==> src/rtl/lsu_pkg.sv <==
// Shared opcode/func3 encodings, FSM state type and access-size helpers for the load/store unit.
package lsu_pkg;

    localparam logic [6:0] OPC_LOAD  = 7'b0000011;
    localparam logic [6:0] OPC_STORE = 7'b0100011;

    localparam logic [2:0] F3_B  = 3'b000;
    localparam logic [2:0] F3_H  = 3'b001;
    localparam logic [2:0] F3_W  = 3'b010;
    localparam logic [2:0] F3_D  = 3'b011;
    localparam logic [2:0] F3_BU = 3'b100;
    localparam logic [2:0] F3_HU = 3'b101;
    localparam logic [2:0] F3_WU = 3'b110;

    localparam logic [7:0] MASK_B = 8'h01;
    localparam logic [7:0] MASK_H = 8'h03;
    localparam logic [7:0] MASK_W = 8'h0F;
    localparam logic [7:0] MASK_D = 8'hFF;

    typedef enum logic [1:0] {
        ST_IDLE,
        ST_MEM_REQ,
        ST_MEM_WAIT,
        ST_OUT
    } lsu_state_e;

    function automatic logic [7:0] size_mask(input logic [1:0] sz);
        case (sz)
            2'b00:   return MASK_B;
            2'b01:   return MASK_H;
            2'b10:   return MASK_W;
            default: return MASK_D;
        endcase
    endfunction

    function automatic logic misaligned(input logic [1:0] sz, input logic [2:0] off);
        case (sz)
            2'b00:   return 1'b0;
            2'b01:   return off[0];
            2'b10:   return |off[1:0];
            default: return |off[2:0];
        endcase
    endfunction

endpackage

==> src/rtl/load_extract.sv <==
// Combinational load alignment: shifts the addressed bytes down to lane 0 and sign/zero-extends.
module load_extract
    import lsu_pkg::*;
#(
    parameter int unsigned DATA_WIDTH = 64
) (
    input  logic [DATA_WIDTH-1:0] i_rdata,
    input  logic [2:0]            i_offset,
    input  logic [2:0]            i_func3,
    output logic [DATA_WIDTH-1:0] o_data
);

    logic [DATA_WIDTH-1:0] w_shifted;

    assign w_shifted = i_rdata >> {i_offset, 3'b000};

    always_comb begin
        o_data = '0;
        case (i_func3)
            F3_B:  o_data = {{(DATA_WIDTH-8){w_shifted[7]}},   w_shifted[7:0]};
            F3_H:  o_data = {{(DATA_WIDTH-16){w_shifted[15]}}, w_shifted[15:0]};
            F3_W:  o_data = {{(DATA_WIDTH-32){w_shifted[31]}}, w_shifted[31:0]};
            F3_D:  o_data = w_shifted;
            F3_BU: o_data = {{(DATA_WIDTH-8){1'b0}},  w_shifted[7:0]};
            F3_HU: o_data = {{(DATA_WIDTH-16){1'b0}}, w_shifted[15:0]};
            F3_WU: o_data = {{(DATA_WIDTH-32){1'b0}}, w_shifted[31:0]};
            default: o_data = '0;
        endcase
    end

endmodule

==> src/rtl/load_store_unit.sv <==
// Memory stage: one strobed 64-bit access per packet, load extension, faulting of bad accesses,
// and a valid/ready writeback packet towards the register file.
module load_store_unit
    import lsu_pkg::*;
#(
    parameter int unsigned DATA_WIDTH      = 64,
    parameter int unsigned REG_ADDR_WIDTH  = 5,
    parameter int unsigned ALU_FUNC3_WIDTH = 3
) (
    input  logic                       clk,
    input  logic                       rst_n,
    input  logic                       in_valid,
    output logic                       in_ready,
    input  logic [6:0]                 in_opcode,
    input  logic [ALU_FUNC3_WIDTH-1:0] in_func3,
    input  logic [DATA_WIDTH-1:0]      in_alu_res,
    input  logic [DATA_WIDTH-1:0]      in_store_data,
    input  logic [REG_ADDR_WIDTH-1:0]  in_rd,
    output logic                       mem_req_valid,
    input  logic                       mem_req_ready,
    output logic [DATA_WIDTH-1:0]      mem_req_addr,
    output logic                       mem_req_we,
    output logic [DATA_WIDTH-1:0]      mem_req_wdata,
    output logic [7:0]                 mem_req_wstrb,
    input  logic                       mem_resp_valid,
    input  logic [DATA_WIDTH-1:0]      mem_resp_rdata,
    output logic                       out_valid,
    input  logic                       out_ready,
    output logic [DATA_WIDTH-1:0]      out_data,
    output logic [REG_ADDR_WIDTH-1:0]  out_rd,
    output logic                       out_wen,
    output logic                       out_fault
);

    lsu_state_e r_state, w_next;

    logic                      w_accept, w_is_load, w_is_store, w_is_mem, w_fault;
    logic [DATA_WIDTH-1:0]     w_load_val;

    logic [2:0]                r_func3;
    logic [2:0]                r_offset;
    logic                      r_we;
    logic [REG_ADDR_WIDTH-1:0] r_rd;
    logic [DATA_WIDTH-1:0]     r_req_addr, r_req_wdata, r_out_data;
    logic [7:0]                r_req_wstrb;
    logic                      r_out_wen, r_out_fault;

    assign w_accept   = in_valid && in_ready;
    assign w_is_load  = (in_opcode == OPC_LOAD);
    assign w_is_store = (in_opcode == OPC_STORE);
    assign w_is_mem   = w_is_load || w_is_store;
    assign w_fault    = w_is_mem &&
                        ((w_is_load && in_func3[2:0] == 3'b111) ||
                         (w_is_store && in_func3[2]) ||
                         misaligned(in_func3[1:0], in_alu_res[2:0]));

    load_extract #(.DATA_WIDTH(DATA_WIDTH)) u_extract (
        .i_rdata  (mem_resp_rdata),
        .i_offset (r_offset),
        .i_func3  (r_func3),
        .o_data   (w_load_val)
    );

    always_ff @(posedge clk or negedge rst_n) begin
        if (!rst_n) r_state <= ST_IDLE;
        else        r_state <= w_next;
    end

    always_comb begin
        w_next        = r_state;
        in_ready      = 1'b0;
        mem_req_valid = 1'b0;
        out_valid     = 1'b0;
        case (r_state)
            ST_IDLE: begin
                in_ready = rst_n;
                if (w_accept) w_next = (w_is_mem && !w_fault) ? ST_MEM_REQ : ST_OUT;
            end
            ST_MEM_REQ: begin
                mem_req_valid = 1'b1;
                if (mem_req_ready) w_next = ST_MEM_WAIT;
            end
            ST_MEM_WAIT: begin
                if (mem_resp_valid) w_next = ST_OUT;
            end
            ST_OUT: begin
                out_valid = 1'b1;
                if (out_ready) w_next = ST_IDLE;
            end
            default: w_next = ST_IDLE;
        endcase
    end

    always_ff @(posedge clk or negedge rst_n) begin
        if (!rst_n) begin
            r_func3     <= '0;
            r_offset    <= '0;
            r_we        <= 1'b0;
            r_rd        <= '0;
            r_req_addr  <= '0;
            r_req_wdata <= '0;
            r_req_wstrb <= '0;
            r_out_data  <= '0;
            r_out_wen   <= 1'b0;
            r_out_fault <= 1'b0;
        end else if (w_accept) begin
            r_func3  <= in_func3[2:0];
            r_offset <= in_alu_res[2:0];
            r_rd     <= in_rd;
            if (w_fault) begin
                r_out_data  <= '0;
                r_out_wen   <= 1'b0;
                r_out_fault <= 1'b1;
            end else if (!w_is_mem) begin
                r_out_data  <= in_alu_res;
                r_out_wen   <= (in_rd != '0);
                r_out_fault <= 1'b0;
            end else begin
                r_we        <= w_is_store;
                r_req_addr  <= {in_alu_res[DATA_WIDTH-1:3], 3'b000};
                r_req_wdata <= w_is_store ? (in_store_data << {in_alu_res[2:0], 3'b000}) : '0;
                r_req_wstrb <= w_is_store ? (size_mask(in_func3[1:0]) << in_alu_res[2:0]) : '0;
                r_out_data  <= '0;
                r_out_wen   <= 1'b0;
                r_out_fault <= 1'b0;
            end
        end else if (r_state == ST_MEM_WAIT && mem_resp_valid) begin
            // Stores are acked by the same response pulse but never write a register.
            r_out_data <= r_we ? '0 : w_load_val;
            r_out_wen  <= !r_we && (r_rd != '0);
        end
    end

    assign mem_req_addr  = r_req_addr;
    assign mem_req_we    = r_we;
    assign mem_req_wdata = r_req_wdata;
    assign mem_req_wstrb = r_req_wstrb;
    assign out_data      = r_out_data;
    assign out_rd        = r_rd;
    assign out_wen       = r_out_wen;
    assign out_fault     = r_out_fault;

endmodule

==> config.mk <==
export PLATFORM = sky130hd
export DESIGN_NAME = load_store_unit
export DESIGN_NICKNAME = d
export VERILOG_FILES = /design/src/rtl/lsu_pkg.sv /design/src/rtl/load_extract.sv /design/src/rtl/load_store_unit.sv
export SDC_FILE = /design/constraint.sdc
export NUM_CORES = 1
export LEC_CHECK = 0
export CORE_AREA = 2 2 167 169
export DETAILED_ROUTE_END_ITERATION = 12
export DIE_AREA = 0 0 169 171
export PLACE_DENSITY = 0.81
export SYNTH_ARGS = -nofsm -noshare
export SYNTH_HDL_FRONTEND = slang
export SYNTH_SLANG_ARGS = --single-unit
==> constraint.sdc <==
create_clock -name clk -period 3.4 [get_ports clk]
set_input_delay 0.51 -clock clk [delete_from_list [all_inputs] [get_ports clk]]
set_output_delay 0.51 -clock clk [all_outputs]
set_load 0.02 [all_outputs]
==> metrics.cfg, run 1 <==
[setup_path]
cp.arrival_ns=3.16
critical_path.slowest_cell=sky130_fd_sc_hd__and3_1
timing.critical_path.required_ns=3.82
critical-path-max-stage-delay_ns=0.61
timing.critical_path.from_type=primary input
path_class=primary input to flip-flop
timing.critical_path.fanout_max=44
setup.worst_path.end_class=flip-flop
critical_path.cell_chain=dlygate4sd3_1 > buf_8 > and3_1 > and4_1 > nand2b_1 > o21ai_0

[pwr]
power.leakage_nw=7.83
maximum_vdd_drop_mv=0.374
pwr_cell_area_nw_per_um2=669

[yosys]
synth.top_cells.by_area=sky130_fd_sc_hd__dfrtp_1, sky130_fd_sc_hd__nand2_1, sky130_fd_sc_hd__mux2i_1, sky130_fd_sc_hd__mux2_2, sky130_fd_sc_hd__a211oi_2
synth_area_per_cell_um2=9.28
syn_inst=1350
async_flop_share_pct=100
largest_area_contributor_in_the_netlist=sky130_fd_sc_hd__dfrtp_1
syn_area_um2=12500
ys_seq_area_share_pct=42.5
synth_commonest_cells=sky130_fd_sc_hd__nand2_1, sky130_fd_sc_hd__dfrtp_1, sky130_fd_sc_hd__mux2i_1
most_numerous_cell_in_the_yosys_netlist=sky130_fd_sc_hd__nand2_1
postSynthRegisterBits=213
netlist-cell-type-count=68
synth.top_cell.area_share_pct=42.5
synth_warnings=0
ys.flop_type=sky130_fd_sc_hd__dfrtp_1
number_of_enable_flip_flop_cells_after_synthesis=0

[floorplanning]
floorplan.die.height_um=171
core_footprint_um2=27300
design.portCount=424
die-area_um2=28900
die_span_in_x_um=169
std_cell_rows=61
initial_core_util_pct=45.9

[global_routing]
grt_overflow=0
vias_in_the_first_global_route=12095
pin_count_of_the_biggest_net_entering_global_routing=133
antenna_found_initial=2
track_usage_pct=32.2
grt_pass1_wl_um=72400

[sta]
setup-tns-final_ns=0
hold_violations_final=0
maxSlewHeadroom_pct=43.1
setup_slack_ns=0.660
skew_ns=0.0104
grt_setup_unrepaired=no
drv_slew=0
setup_viol_count_final=0
final_min_period_over_clock_period_pct=80.6
transition_time_at_the_pin_with_the_least_slew_margin_ns=0.853
fmax_mhz=365
timing.final.crit_period_ns=2.74

[final_layout]
multiInputGateArea_um2=6610
stdcell_area_um2=17800
area.growth.synth_to_final_pct=41.7
regArea_um2=5330
final_net_count=1938
final_layout_size_suffix_gt1_share_pct=12.1
fillCellCount=2188
layout.core_utilization_pct=65.0

[clocking]
worstSkewPairLatency_ns=0.53
clock_path_buffers=3
clkSlewWorstSetupHoldPaths_ns=0.06
clkSinkCount=213
post-cts-setup-buffer-count=0
post_cts_resized=0
tritoncts=done
cts_max_level=1
tritoncts.num_buffers=24
cts-root-buf=sky130_fd_sc_hd__clkbuf_16

[route]
postRouteWirelength_um=48300
drt_drc_violations_left=0
drtPass1Iterations=6
vias_per_cell=5.95
wl_per_instance_um=23.2
vias=12388
drt.antenna.violating_nets=0
drt_first_iter_violations=1259

[place]
dpl-instance-area_um2=16900
io_buffer_count=420
gp_congestion=0.948
post-dp-hpwl_um=35600
preCtsSetupSlack_ns=0.492

[run]
drv_cap=0

[run_status]
outcome=finished clean

[worst_hold_path]
hold_class=primary input to flip-flop

==> worst paths after layout <==
check / from / endpoint / slack (ns) / depth (start not counted)
min reg2reg: mem_req_addr[44] / mem_req_addr[44] / 0.46 / 2
max reg2reg: r_state[0] / mem_req_wdata[18] / 0.77 / 6
max in group asynchronous: rst_n / out_data[34] / 1.04 / 4
min: in_alu_res[1] / r_offset[1] / 0.35 / 3
max: rst_n / mem_req_wdata[18] / 0.66 / 6
min in group asynchronous: rst_n / r_state[1] / 0.46 / 2
==> critical path: cells and delay by family <==
family	cells	cell delay [ns]
simple gates	3	1.38
buf+inv	2	0.88
compound gates	1	0.37
==> power breakdown <==
group,internal [mW],switching [mW]
logic,2.49,3.21
registers,3.05,0.400
clock network,1.65,1.07
==> layout by cell type (no fill, tap or decap), types with 16 or more instances in the layout <==
cell type	synthesis	routed
sky130_fd_sc_hd__nand2_1	313	312
sky130_fd_sc_hd__o21ai_0	62	62
sky130_fd_sc_hd__clkbuf_16	0	25
sky130_fd_sc_hd__nor2_1	84	84
sky130_fd_sc_hd__a22oi_1	38	38
sky130_fd_sc_hd__dfrtp_1	213	212
sky130_fd_sc_hd__a21oi_1	71	71
sky130_fd_sc_hd__a31o_2	16	16
sky130_fd_sc_hd__mux2_2	60	60
sky130_fd_sc_hd__a211oi_2	30	30
sky130_fd_sc_hd__mux2i_1	104	104
sky130_fd_sc_hd__clkdlybuf4s50_1	0	416
sky130_fd_sc_hd__nand3_1	24	24
sky130_fd_sc_hd__buf_4	9	30
==> through the flow <==
stage | cells | total power [mW] | hold slack (ns)
floorplan | 1352 | 6.87 | 0.214
CTS | 2081 | 11.8 | 0.317
finish | 2082 | 11.9 | 0.348
detailed placement | 2039 | 9.10 | 0.422
global route | 2082 | 12.4 | 0.359
global placement | 2039 | 9.00 | 0.411
==> layout make-up <==
type / instances / area share, %
diodes: 1 / 0.0141
clock buffers: 34 / 3.94
clock inverters: 7 / 0.634
inverters: 9 / 0.190
multi-input cells: 1017 / 37.3
flip-flops and latches: 213 / 30.0
well taps: 346 / 2.44
repair buffers: 455 / 25.5
==> registers in the layout (all words and copies together), names as in the netlist <==
register,count
mem_req_addr,61
mem_req_wdata,64
mem_req_we,1
mem_req_wstrb,8
out_data,64
out_fault,1
out_rd,5
out_wen,1
r_func3,3
r_offset,3
r_state,2
==> logic make-up after synthesis <==
family / synth area share, %
buffers and inverters: 4.90
adders and majority gates: 0.499
DFF: 42.5
and+or+nand+nor: 16.9
AOI/OAI and AO/OA: 20.2
muxes: 14.8
other: 0.0299
==> timing repair <==
item | in CTS | in global routing
hold buffers | 1 | 0
setup endpoints to repair | 0 | 0
endpoints found under the hold margin | 38 | 0
==> per-layer routing <==
metal | track usage (%) | part of all wire [%] | wire length, um
met5 | 0 | 0.027 | 13
met1 | 41.1 | 40 | 19200
met3 | 6.45 | 8.5 | 4110
met4 | 12.7 | 4.1 | 1960
met2 | 53.9 | 48 | 23100
(Power assumes the default switching activity.)
==> inputs of run 2 (changes only) <==
CORE_AREA = not set   (was 2 2 167 169)
CORE_ASPECT_RATIO = 1.1   (was not set)
CORE_MARGIN = 2   (was not set)
CORE_UTILIZATION = 47   (was not set)
DIE_AREA = not set   (was 0 0 169 171)
PLACE_DENSITY = 0.82   (was 0.81)
clock period = 2.8 ns   (was 3.4 ns; I/O delays follow)
==> metrics.cfg, run 2 (same netlist as run 1, synthesis figures left out) <==
[route]
wl_per_instance_um=24.0  ; +3.4%
vias_per_cell=5.99  ; +0.62%
drt_drc_violations_left=0  ; unchanged
drtPass1Iterations=6  ; unchanged
vias=12608  ; +1.8%
postRouteWirelength_um=50600  ; +4.6%
drt_first_iter_violations=984  ; -22%
drt.antenna.violating_nets=0  ; unchanged

[setup_path]
timing.critical_path.from_type=primary input
timing.critical_path.required_ns=2.38  ; -1.44 ns
cp.arrival_ns=2.06  ; -1.10 ns
timing.critical_path.fanout_max=16  ; -64%
path_class=primary input to output port
setup.worst_path.end_class=output port

[worst_hold_path]
hold_class=primary input to asynchronous set/reset pin

[sta]
transition_time_at_the_pin_with_the_least_slew_margin_ns=0.820  ; -0.0329 ns
setup-tns-final_ns=0  ; unchanged
skew_ns=0.0101  ; -0.000294 ns
setup_slack_ns=0.323  ; -0.337 ns
timing.final.crit_period_ns=2.48
final_min_period_over_clock_period_pct=88.5
grt_setup_unrepaired=no
setup_viol_count_final=0  ; unchanged
fmax_mhz=404
maxSlewHeadroom_pct=45.3  ; +2.2 points
drv_slew=0  ; unchanged
hold_violations_final=0  ; unchanged

[pwr]
p_total_mw=14.6  ; +23%
maximum_vdd_drop_mv=0.455  ; +22%
power.leakage_nw=7.93  ; +1.3%
pwr_cell_area_nw_per_um2=813  ; +22%

[final_layout]
fillCellCount=2060  ; -5.9%
layout.core_utilization_pct=68.7  ; +3.7 points
multiInputGateArea_um2=6610  ; unchanged
most_used_cells_in_the_layout_excluding_fill_and_tap_cells=sky130_fd_sc_hd__clkdlybuf4s50_1, sky130_fd_sc_hd__nand2_1, sky130_fd_sc_hd__dfrtp_1
area.growth.synth_to_final_pct=43.3
final_layout_size_suffix_gt1_share_pct=13.2  ; +1.1 points
regArea_um2=5330  ; unchanged
final_net_count=1956  ; +0.93%
layout_commonest_cell=sky130_fd_sc_hd__clkdlybuf4s50_1
n_antenna_cell=0  ; -1
stdcell_area_um2=18000  ; +1.2%

[place]
io_buffer_count=420  ; unchanged
dpl-instance-area_um2=17100  ; +1.3%
post-dp-hpwl_um=38000  ; +6.8%
gp_congestion=0.950  ; +0.24%
preCtsSetupSlack_ns=0.245  ; -0.248 ns

[run]
drv_cap=0  ; unchanged

[clocking]
worstSkewPairLatency_ns=0.52  ; about the same
tritoncts=done
clkSlewWorstSetupHoldPaths_ns=0.07  ; about the same
clkSinkCount=213  ; unchanged
cts-root-buf=sky130_fd_sc_hd__clkbuf_16
post-cts-setup-buffer-count=0  ; unchanged
clock_path_buffers=3  ; unchanged
tritoncts.num_buffers=23  ; -4.2%
cts_max_level=1  ; unchanged
post_cts_resized=0  ; unchanged

[floorplanning]
design.portCount=424  ; unchanged
floorplan.die.height_um=175  ; +2.5%
core_footprint_um2=26100  ; -4.3%
die_span_in_x_um=160  ; -5.5%
initial_core_util_pct=47.9  ; +2.1 points
std_cell_rows=62  ; +1.6%
die-area_um2=28000  ; -3.2%

[global_routing]
grt_overflow=0  ; unchanged
vias_in_the_first_global_route=12545  ; +3.7%
grt_util_met1_pct=39.9  ; -1.2 points
grt_pass1_wl_um=76300  ; +5.3%
antenna_found_initial=1  ; -1
pin_count_of_the_biggest_net_entering_global_routing=146  ; +9.8%
grt_util_met2_pct=60.8  ; +6.8 points
globalRoute.busiestLayer=met2
track_usage_pct=35.4  ; +3.2 points
grt_util_met3_pct=8.02  ; +1.6 points

[run_status]
outcome=finished clean

## run 2: critical path, stage by stage
cell and delay, ns:
sky130_fd_sc_hd__dlygate4sd3_1 0.65, sky130_fd_sc_hd__buf_8 0.22, sky130_fd_sc_hd__and2_1 0.14, sky130_fd_sc_hd__clkdlybuf4s50_1 0.62
## run 2: area by class of cell
class	count	share of cell area, %
Clock buffer	28	3.48
Sequential cell	213	29.7
Inverter	9	0.188
Multi-Input combinational cell	1017	36.8
Timing Repair Buffer	474	26.3
Clock inverter	13	1.02
Tap cell	352	2.45
## run 2: stage by stage
stage	hold slack [ns]	std cells
floorplan	0.124	1352
global placement	0.250	2064
detailed placement	0.250	2064
CTS	0.406	2106
global route	0.402	2106
finish	0.427	2106
## run 2: metal layers
layer / wire, um / share of wire [%]
met1: 18100 / 36
met2: 24500 / 48
met3: 4250 / 8.4
met4: 3750 / 7.4
met5: 15 / 0.030
## run 2: timing repair
| item | 4_1_cts | 5_1_grt |
|---|---|---|
| hold buffers | 1 | 0 |
| endpoints found under the hold margin | 11 | 0 |
| endpoints found under the setup margin | 0 | 0 |
## run 2: path summary, 6_finish.rpt
path,from,to,slack (ns),cells past startpoint
max,rst_n,in_ready,0.32,4
min,rst_n,out_rd[4],0.43,2
max reg2reg,r_offset[0],out_data[10],0.39,7
min reg2reg,mem_req_wdata[44],mem_req_wdata[44],0.47,2
max in group asynchronous,rst_n,r_offset[1],0.57,4
min in group clk,in_rd[1],out_rd[1],0.46,3
## run 2: power by group
group	internal (mW)	switching [mW]	total, mW
Clock	1.97	1.35	3.31
Sequential	3.70	0.495	4.20
Combinational	3.13	3.96	7.09
Total	8.79	5.81	14.6
